**src/rtl/hazard_detection_unit_pkg.sv**
```systemverilog
// Shared pipeline constants for register-address handling.
// Also used by the forwarding unit.
package hazard_detection_unit_pkg;

    localparam int unsigned REG_ADDR_W = 5;
    localparam logic [REG_ADDR_W-1:0] REG_ZERO = 5'd0;

endpackage

```
**src/rtl/hazard_detection_unit_reg_match.sv**
```systemverilog
// Register-address compare with x0 exclusion.
// The match is gated by an enable, such as "EX holds a load".
import hazard_detection_unit_pkg::*;

module hazard_detection_unit_reg_match (
    input  logic                  i_en,
    input  logic [REG_ADDR_W-1:0] i_rd,
    input  logic [REG_ADDR_W-1:0] i_rs,
    output logic                  o_match
);

    assign o_match = i_en && (i_rd != REG_ZERO) && (i_rd == i_rs);

endmodule

```
**src/rtl/hazard_detection_unit.sv**
```systemverilog
// Load-use hazard detector.
// Decides stalls combinationally and keeps registered stall status and a saturating stall counter.
import hazard_detection_unit_pkg::*;

module hazard_detection_unit #(
    parameter int unsigned CNT_W = 32
) (
    input  logic                  clk,
    input  logic                  reset,
    input  logic [REG_ADDR_W-1:0] ID_EX_RegisterRd,
    input  logic [REG_ADDR_W-1:0] IF_ID_RegisterRs1,
    input  logic [REG_ADDR_W-1:0] IF_ID_RegisterRs2,
    input  logic                  ID_EX_MEMRead,
    output logic                  PCWrite,
    output logic                  IF_ID_Write,
    output logic                  ID_EX_MuxSelect,
    output logic                  hazard_rs1,
    output logic                  hazard_rs2,
    output logic                  stall_q,
    output logic [CNT_W-1:0]      stall_count
);

    logic             w_hazard_rs1;
    logic             w_hazard_rs2;
    logic             w_stall;
    logic             w_cnt_sat;
    logic             r_stall;
    logic [CNT_W-1:0] r_stall_count;

    hazard_detection_unit_reg_match u_match_rs1 (
        .i_en    (ID_EX_MEMRead),
        .i_rd    (ID_EX_RegisterRd),
        .i_rs    (IF_ID_RegisterRs1),
        .o_match (w_hazard_rs1)
    );

    hazard_detection_unit_reg_match u_match_rs2 (
        .i_en    (ID_EX_MEMRead),
        .i_rd    (ID_EX_RegisterRd),
        .i_rs    (IF_ID_RegisterRs2),
        .o_match (w_hazard_rs2)
    );

    // A double match still yields a single one-cycle stall.
    assign w_stall   = w_hazard_rs1 | w_hazard_rs2;
    assign w_cnt_sat = &r_stall_count;

    always_comb begin
        PCWrite         = ~w_stall;
        IF_ID_Write     = ~w_stall;
        ID_EX_MuxSelect = w_stall;
        hazard_rs1      = w_hazard_rs1;
        hazard_rs2      = w_hazard_rs2;
    end

    always_ff @(posedge clk or posedge reset) begin
        if (reset) begin
            r_stall       <= 1'b0;
            r_stall_count <= '0;
        end else begin
            r_stall <= w_stall;
            if (w_stall && !w_cnt_sat) begin
                r_stall_count <= r_stall_count + {{(CNT_W-1){1'b0}}, 1'b1};
            end
        end
    end

    assign stall_q     = r_stall;
    assign stall_count = r_stall_count;

endmodule

```
**config.mk**
```make
export PLATFORM = sky130hd
export DESIGN_NAME = hazard_detection_unit
export DESIGN_NICKNAME = d
export VERILOG_FILES = /design/src/rtl/hazard_detection_unit_pkg.sv /design/src/rtl/hazard_detection_unit_reg_match.sv /design/src/rtl/hazard_detection_unit.sv
export SDC_FILE = /design/constraint.sdc
export NUM_CORES = 1
export LEC_CHECK = 0
export ABC_AREA = 1
export ABC_CLOCK_PERIOD_IN_PS = 2000
export CAP_MARGIN = 30
export CORE_MARGIN = 8
export CORE_UTILIZATION = 50
export CTS_CLUSTER_DIAMETER = 120
export DETAILED_ROUTE_END_ITERATION = 6
export PLACE_DENSITY = 0.8
export SYNTH_ARGS = -nofsm -noshare
export SYNTH_HDL_FRONTEND = slang
export SYNTH_SLANG_ARGS = --single-unit
```
**constraint.sdc**
```tcl
create_clock -name clk -period 2 [get_ports clk]
set_clock_uncertainty 0.15 [all_clocks]
set_input_delay 0.3 -clock clk [delete_from_list [all_inputs] [get_ports clk]]
set_output_delay 0.3 -clock clk [all_outputs]
set_load 0.005 [all_outputs]
```
### Word level (Yosys, flattened, before mapping)

Cells that the tools add are included.
Widths: inputs -> output; s select.

* add/subtract/negate cells: 1
* equality and inequality tests: 2
* bitwise logic cells: 2
* reductions and logical operators: 7

Operators with widths (number)
* $add 32x1->32 const B: 1
* $reduce_and 32->1: 1
* $eq 5x5->1: 2
* $reduce_bool 5->1: 1
* $logic_and 1x1->1: 4
* $logic_not 1->1: 1
* $not 1->1: 1
* $or 1x1->1: 1

* bits in registers: 33
* bits of input ports: 18
* output and inout bits: 38

### Depth between registers and ports, before layout

Gate-level depths: netlist (run 1).

* depth after elaboration: 5
* mapped depth: 11
* mapped depth without buffers: 10

### Cells and area by module

From an unflattened synthesis (run 1), not the netlist that was laid out.

* cell total of the unflattened synthesis: 419
* area, all modules: 2514.9 µm²

Modules (own cells, without submodules)
* hazard_detection_unit: sequential area each 825.8 µm², area each 2282.2 µm², cells each 361, times used 1
* hazard_detection_unit_reg_match: sequential area each 0.0 µm², area each 116.4 µm², cells each 29, times used 2

### Worst setup path after synthesis (run 1)

Ideal clock, no wire load.

* path kind: register to register
* from: register r_stall_count[0] (netlist: stall_count[0])
* to: register r_stall_count[4] (netlist: stall_count[4])
* arrival: 1578 ps
* cell stages (with the launch flop): 10
* required time: 1733 ps
* path slack: 156 ps
* period minus slack after synthesis: 1844 ps
* cells stage by stage: dfrtp_1 > ha_1 > inv_2 > nor2_1 > nand2_2 > nor2_4 > nand4_4 > buf_2 > nand3_1 > nand2_1

* word-level cells in the longest chain between the ends: 3
* elaborated cells on any way between the ends: 4
* classes of those cells: add/sub (1); reduce/logical (3)

RTL lines
* from (decl): line hazard_detection_unit.sv:28 `logic [CNT_W-1:0] r_stall_count;`
* from (signal assigned): line hazard_detection_unit.sv:63 `r_stall_count <= r_stall_count + {{(CNT_W-1){1'b0}}, 1'b1};`
* branches (longest 3 deep; another with $add 32x1->32)

Several ways; the timed one is not identified.
A chain may end at the register's enable or synchronous reset.

### Final worst setup path (run 1)

* from: input IF_ID_RegisterRs1[2]
* to: output hazard_rs1

* word-level cells in the longest chain between the ends: 2

RTL lines
* from (decl): line hazard_detection_unit.sv:11 `input logic [REG_ADDR_W-1:0] IF_ID_RegisterRs1,`
* $eq 5x5->1: line hazard_detection_unit_reg_match.sv:12 `assign o_match = i_en && (i_rd != REG_ZERO) && (i_rd == i_rs);`
* $logic_and 1x1->1: line hazard_detection_unit_reg_match.sv:12
* to (decl): line hazard_detection_unit.sv:17 `output logic hazard_rs1,`

Every way passes these cells.

==> metrics.csv, run 1 <==
stage,metric,value,unit
yosys,synth_seq_area_share,0.345,
worst_setup_path,cp.arrival,1.46,ns
global_route,grt.total_usage,0.201,
outcome,status,"finished, final reports clean",
floorplan,dieHeight,85.2,µm
route,dr.pass1.iters,4,
route,drc_errors,0,
global_route,grt_first_pass_wirelength,11.9,mm
cells_and_area,stdcell_count,491,
clock_tree,clk_latency,0.29,ns
job,drv_cap,0,
worst_setup_path,critical_path_class,input port to output pin,
cells_and_area,antenna_cells,0,
worst_setup_path,start_kind,input port,
global_route,grt_pass1_vias,2507,
worst_setup_path,path_max_fanout,2,
sta,relSlewSlack,0.722,
cells_and_area,area_growth,31.1,%
route,routed_wl,7.07,mm
clock_tree,cts.sinks,33,
floorplan,io_pins,56,
route,vias,2543,
power,powerDensity,506,mW/mm²
clock_tree,cts_buffers,5,
route,antenna_left,0,
yosys,syn_nets,389,
route,detail_route.vias_per_cell,5.18,
sta,rsz0062_at_grt,no,
power,peakVddDrop,368,µV
floorplan,start_util,0.513,
clock_tree,htreeDepth,2,
yosys,synth_seq_cells,33,
route,drtIter0Drc,213,
clock_tree,hold_buffers,0,
yosys,postSynthAreaPerCell,6.47,µm²
power,finalPower,1.59,mW
sta,timing.fmax,523,MHz
floorplan,dieWidth,85.2,µm
clock_tree,path_clk_slew,0.07,ns
clock_tree,cts-root-buf,clkbuf_8,
place,place_hpwl,5.49,mm
cells_and_area,final_cell_mix,"170 x nand2_1, 56 x nor2_1, 41 x clkdlybuf4s50_1",
floorplan,die_area,0.00725,mm²
cells_and_area,drive_above_1_share,0.0801,
clock_tree,cts_tree,done,
sta,whs,0.253,ns
yosys,ys_types,19,
place,numPortBuffers,55,
cells_and_area,regArea,826,µm²
worst_hold_path,hold_path_class,input port to async pin,
sta,hold_violations,0,
sta,setup_violations,0,
cells_and_area,final_common_cell,nand2_1,
cells_and_area,nFillCells,458,
yosys,post_synth_instance_area,0.00239,mm²
sta,finalCritPeriodShare,0.956,
sta,setup_ws,0.0877,ns
worst_setup_path,crit_path_end_kind,output pin,
sta,slew_violations,0,
place,placed_cells,482,
yosys,synth_cells,370,
place,post_dp_cell_area,0.00304,mm²
sta,worst_pin_slew,0.418,ns
worst_setup_path,critPathRequiredTime,1.55,ns
floorplan,fp.coreArea,0.00466,mm²
global_route,antenna_found_initial,0,
global_route,grt_max_degree,34,
yosys,yosys_warnings,0,
floorplan,std_cell_rows,25,
sta,period_needed,1.91,ns
clock_tree,cts_buffer_depth,2,
route,routedWlPerCell,14.4,µm
power,cellLeakagePower,1.53,nW
cells_and_area,postLayoutCellArea,0.00314,mm²
cells_and_area,multi_input_area,0.00143,mm²
cells_and_area,finalNetCount,455,
place,place_ws,-0.447,ns
global_route,gr-total-overflow,0,
place,gp_congestion,0.975,
[final timing paths]
kind,startpoint,endpoint,slack (ns),cells past startpoint
setup / recovery,IF_ID_RegisterRs1[2],hazard_rs1,0.09,7
max in group asynchronous,reset,stall_count[24]$_DFFE_PP0P_,1.15,3
setup reg to reg,stall_count[0]$_DFFE_PP0P_,stall_count[13]$_DFFE_PP0P_,0.13,9
min in group clk,stall_count[30]$_DFFE_PP0P_,stall_count[30]$_DFFE_PP0P_,0.41,2
hold reg to reg,stall_count[30]$_DFFE_PP0P_,stall_count[30]$_DFFE_PP0P_,0.41,2
hold / removal,reset,stall_q$_DFF_PP0_,0.25,3
[final cells by class]
cell class	instances	share of cell area
multi-input cells	308	0.457
inverters	19	0.0227
clock buffers	7	0.0307
repair buffers	69	0.203
flip-flops and latches	33	0.263
clock inverters	1	0.00160
well taps	54	0.0215
[stage by stage]
stage          setup TNS (ns)  utilization
2_1_floorplan               0            -
3_3_place_gp           -11.69        0.652
3_5_place_dp           -14.81        0.652
4_1_cts              -0.00296        0.673
5_1_grt                     0        0.673
6_report                    0        0.673
[critical path, cell delays in order]
cell	delay, ns
clkdlybuf4s50_1	0.42
xor2_1	0.15
nor2_1	0.09
nand3_1	0.11
buf_4	0.15
inv_1	0.05
clkdlybuf4s15_2	0.19
[layer usage]
metal  GRT usage  vias to the layer above  share of wire
met3      0.0512                       13          0.064
met1       0.251                     1170           0.45
li1            -                     1287              -
met2       0.330                       73           0.46
met4      0.0583                        0          0.017
met5           0                        -              0
[cells in the mapped netlist (all sizes together)]
cell type / n / area (µm²)
nand2: 173 / 662
nor2: 57 / 221
nand3: 37 / 185
dfrtp: 33 / 826
inv: 19 / 71.3
xor2: 15 / 131
nand3b: 14 / 105
buf: 9 / 66.3
xnor2: 9 / 78.8
clkbuf: 1 / 3.75
ha: 1 / 12.5
nand4: 1 / 21.3
o211ai: 1 / 7.51
[registers in the layout, indices dropped and copies added (netlist names)]
name,flops
stall_q,1
stall_count,32
[where the power goes]
group / switching, mW / total, mW / internal [mW]
clock: 0.249 / 0.560 / 0.311
combinational: 0.154 / 0.305 / 0.151
sequential: 0.0264 / 0.721 / 0.694
total: 0.430 / 1.59 / 1.16
[logic make-up after synthesis]
family                   Yosys count  synth area share
AND/OR/NAND/NOR                  282             0.499
XOR/XNOR                          24            0.0879
AO/OA/AOI/OAI                      1           0.00314
buffers and inverters             29            0.0591
adder cells (fa/ha/maj)            1           0.00523
flip-flops                        33             0.345
[repair_timing]
| item | 4_1_cts | 5_1_grt |
|---|---|---|
| resized for setup | 26 | 5 |
| setup endpoints to repair | 36 | 36 |
| buffers inserted | 1 | 0 |
| pin swaps | 5 | 4 |
(Power assumes the default switching activity.)
==> run 2: changes to the inputs <==
--- a/config.mk
+++ b/config.mk
@@ -10,7 +10,6 @@
 export CAP_MARGIN = 30
 export CORE_MARGIN = 8
 export CORE_UTILIZATION = 50
-export CTS_CLUSTER_DIAMETER = 120
 export DETAILED_ROUTE_END_ITERATION = 6
 export PLACE_DENSITY = 0.8
 export SYNTH_ARGS = -nofsm -noshare
==> results of run 2 <==
No change in the layout: final DEF, timing and power equal those of run 1.
==> run 3: changes to the inputs <==
--- a/config.mk
+++ b/config.mk
@@ -12,6 +12,7 @@
 export CORE_UTILIZATION = 50
 export DETAILED_ROUTE_END_ITERATION = 6
 export PLACE_DENSITY = 0.8
+export RECOVER_POWER = 100
 export SYNTH_ARGS = -nofsm -noshare
 export SYNTH_HDL_FRONTEND = slang
 export SYNTH_SLANG_ARGS = --single-unit
==> metrics.csv, run 3 (synthesis gave the netlist of run 1 again) <==
stage,metric,value,unit
global_route,gr-total-overflow,0,
cells_and_area,final_cell_mix,"171 x nand2_1, 56 x nor2_1, 37 x nand3_1",
route,routedWlPerCell,14.3,µm
clock_tree,htreeDepth,2,
route,drtIter0Drc,221,
route,dr.pass1.iters,4,
worst_setup_path,slowest_delay,0.58,ns
global_route,grt.total_usage,0.201,
cells_and_area,area_growth,30.8,%
worst_setup_path,critical_path_class,register to output pin,
clock_tree,clk_latency,0.29,ns
worst_hold_path,hold_path_class,register to register,
clock_tree,cts.sinks,33,
power,powerDensity,504,mW/mm²
global_route,grt_pass1_vias,2507,
cells_and_area,largest_register_ffs,32,
worst_setup_path,path_max_fanout,5,
cells_and_area,finalNetCount,455,
sta,period_needed,1.91,ns
route,routed_wl,7.02,mm
power,cellLeakagePower,1.63,nW
floorplan,dieHeight,85.2,µm
clock_tree,cts_buffer_depth,2,
place,numPortBuffers,55,
floorplan,dieWidth,85.2,µm
route,detail_route.vias_per_cell,5.15,
floorplan,start_util,0.513,
sta,slew_violations,0,
floorplan,die_area,0.00725,mm²
floorplan,std_cell_rows,25,
sta,timing.fmax,523,MHz
floorplan,fp.coreArea,0.00466,mm²
floorplan,io_pins,56,
place,gp_congestion,0.975,
cells_and_area,antenna_cells,0,
sta,setup_violations,0,
global_route,grt_max_degree,34,
sta,finalCritPeriodShare,0.956,
outcome,status,"finished, final reports clean",
worst_setup_path,cp_slowest_cell,dlygate4sd3_1,
cells_and_area,nFillCells,461,
worst_setup_path,critPathRequiredTime,1.55,ns
clock_tree,cts_buffers,5,
power,peakVddDrop,367,µV
place,place_hpwl,5.49,mm
clock_tree,cts-root-buf,clkbuf_8,
cells_and_area,final_common_cell,nand2_1,
sta,rsz0062_at_grt,no,
clock_tree,path_clk_slew,0.07,ns
sta,setup_tns,0,ns
cells_and_area,stdcell_count,491,
sta,hold_violations,0,
global_route,grt_first_pass_wirelength,11.9,mm
worst_setup_path,start_kind,register,
worst_setup_path,cp.arrival,1.46,ns
route,vias,2527,
route,antenna_left,0,
sta,worst_pin_slew,0.820,ns
job,drv_cap,0,
cells_and_area,drive_above_1_share,0.0709,
sta,relSlewSlack,0.454,
place,placed_cells,482,
worst_setup_path,path_cells,"buf_4, dlygate4sd3_1",
worst_setup_path,path_buf_inv,2,
worst_setup_path,cp_top_family,buffers and inverters,
clock_tree,cts_tree,done,
route,drc_errors,0,
global_route,antenna_found_initial,0,
worst_setup_path,crit_path_end_kind,output pin,
-- run 3: cell types whose count changed in the layout (fill, tap and decap cells not counted), sizes merged --
cell / delta
clkdlybuf4s50: -32
dlygate4sd3: +32
buf: -3
clkbuf: +3
-- run 3: final timing paths --
| kind | endpoint | startpoint | cells after the start | slack, ns |
|---|---|---|---|---|
| min in group asynchronous | stall_q$_DFF_PP0_ | reset | 3 | 0.54 |
| max in group asynchronous | stall_count[10]$_DFFE_PP0P_ | reset | 3 | 0.65 |
| worst max register to register | stall_count[13]$_DFFE_PP0P_ | stall_count[0]$_DFFE_PP0P_ | 9 | 0.14 |
| worst min-delay path | stall_count[30]$_DFFE_PP0P_ | stall_count[30]$_DFFE_PP0P_ | 2 | 0.41 |
| worst max-delay path | stall_count[27] | stall_count[27]$_DFFE_PP0P_ | 2 | 0.09 |
| worst min register to register | stall_count[30]$_DFFE_PP0P_ | stall_count[30]$_DFFE_PP0P_ | 2 | 0.41 |
-- run 3: repair_timing --
| item | CTS | global route |
|---|---|---|
| gates resized for setup | 26 | 5 |
| pin swaps | 5 | 4 |
| hold buffers | 0 | 0 |
| buffers inserted | 1 | 0 |
| setup endpoints to repair | 36 | 36 |
| gates cloned | 0 | 0 |
-- run 3: power by group --
| part | internal, mW | switching, mW |
|---|---|---|
| combinational | 0.143 | 0.152 |
| sequential | 0.694 | 0.0259 |
| clock | 0.311 | 0.252 |
-- run 3: per-stage QoR --
step                power [mW]  instance area, µm²   util  worst slack, ns  hold WS (ns)
floorplan                0.860                2390      -            0.156         0.279
global placement          1.03                3040  0.652           -0.412         0.385
detailed placement        1.04                3040  0.652           -0.447         0.385
global route              1.64                3130  0.671          0.00749         0.416
finish                    1.58                3130  0.671           0.0886         0.407
CTS                       1.60                3140  0.673         -0.00296         0.267
-- run 3: per-layer routing --
layer | global-route usage | wire length (µm) | share of wire
met1 | 0.251 | 3130 | 0.45
met2 | 0.330 | 3320 | 0.47
met3 | 0.0512 | 467 | 0.067
met4 | 0.0583 | 102 | 0.015
met5 | 0 | 0 | 0
-- run 3: area by class of cell --
| cell class | instances | area (µm²) | area share |
|---|---|---|---|
| multi-input cells | 308 | 1430 | 0.457 |
| well taps | 54 | 67.6 | 0.0216 |
| repair buffers | 69 | 632 | 0.202 |
| flip-flops and latches | 33 | 826 | 0.264 |
| inverters | 19 | 71.3 | 0.0228 |
| clock buffers | 7 | 96.3 | 0.0308 |
| clock inverters | 1 | 5.00 | 0.00160 |
-- run 3: worst reg2reg max path, delay by kind of cell (launching register included) --
kind | cells | cell delay, ns
simple gates | 6 | 0.74
buf+inv | 2 | 0.31
fa+ha+maj | 1 | 0.19
flops | 1 | 0.36
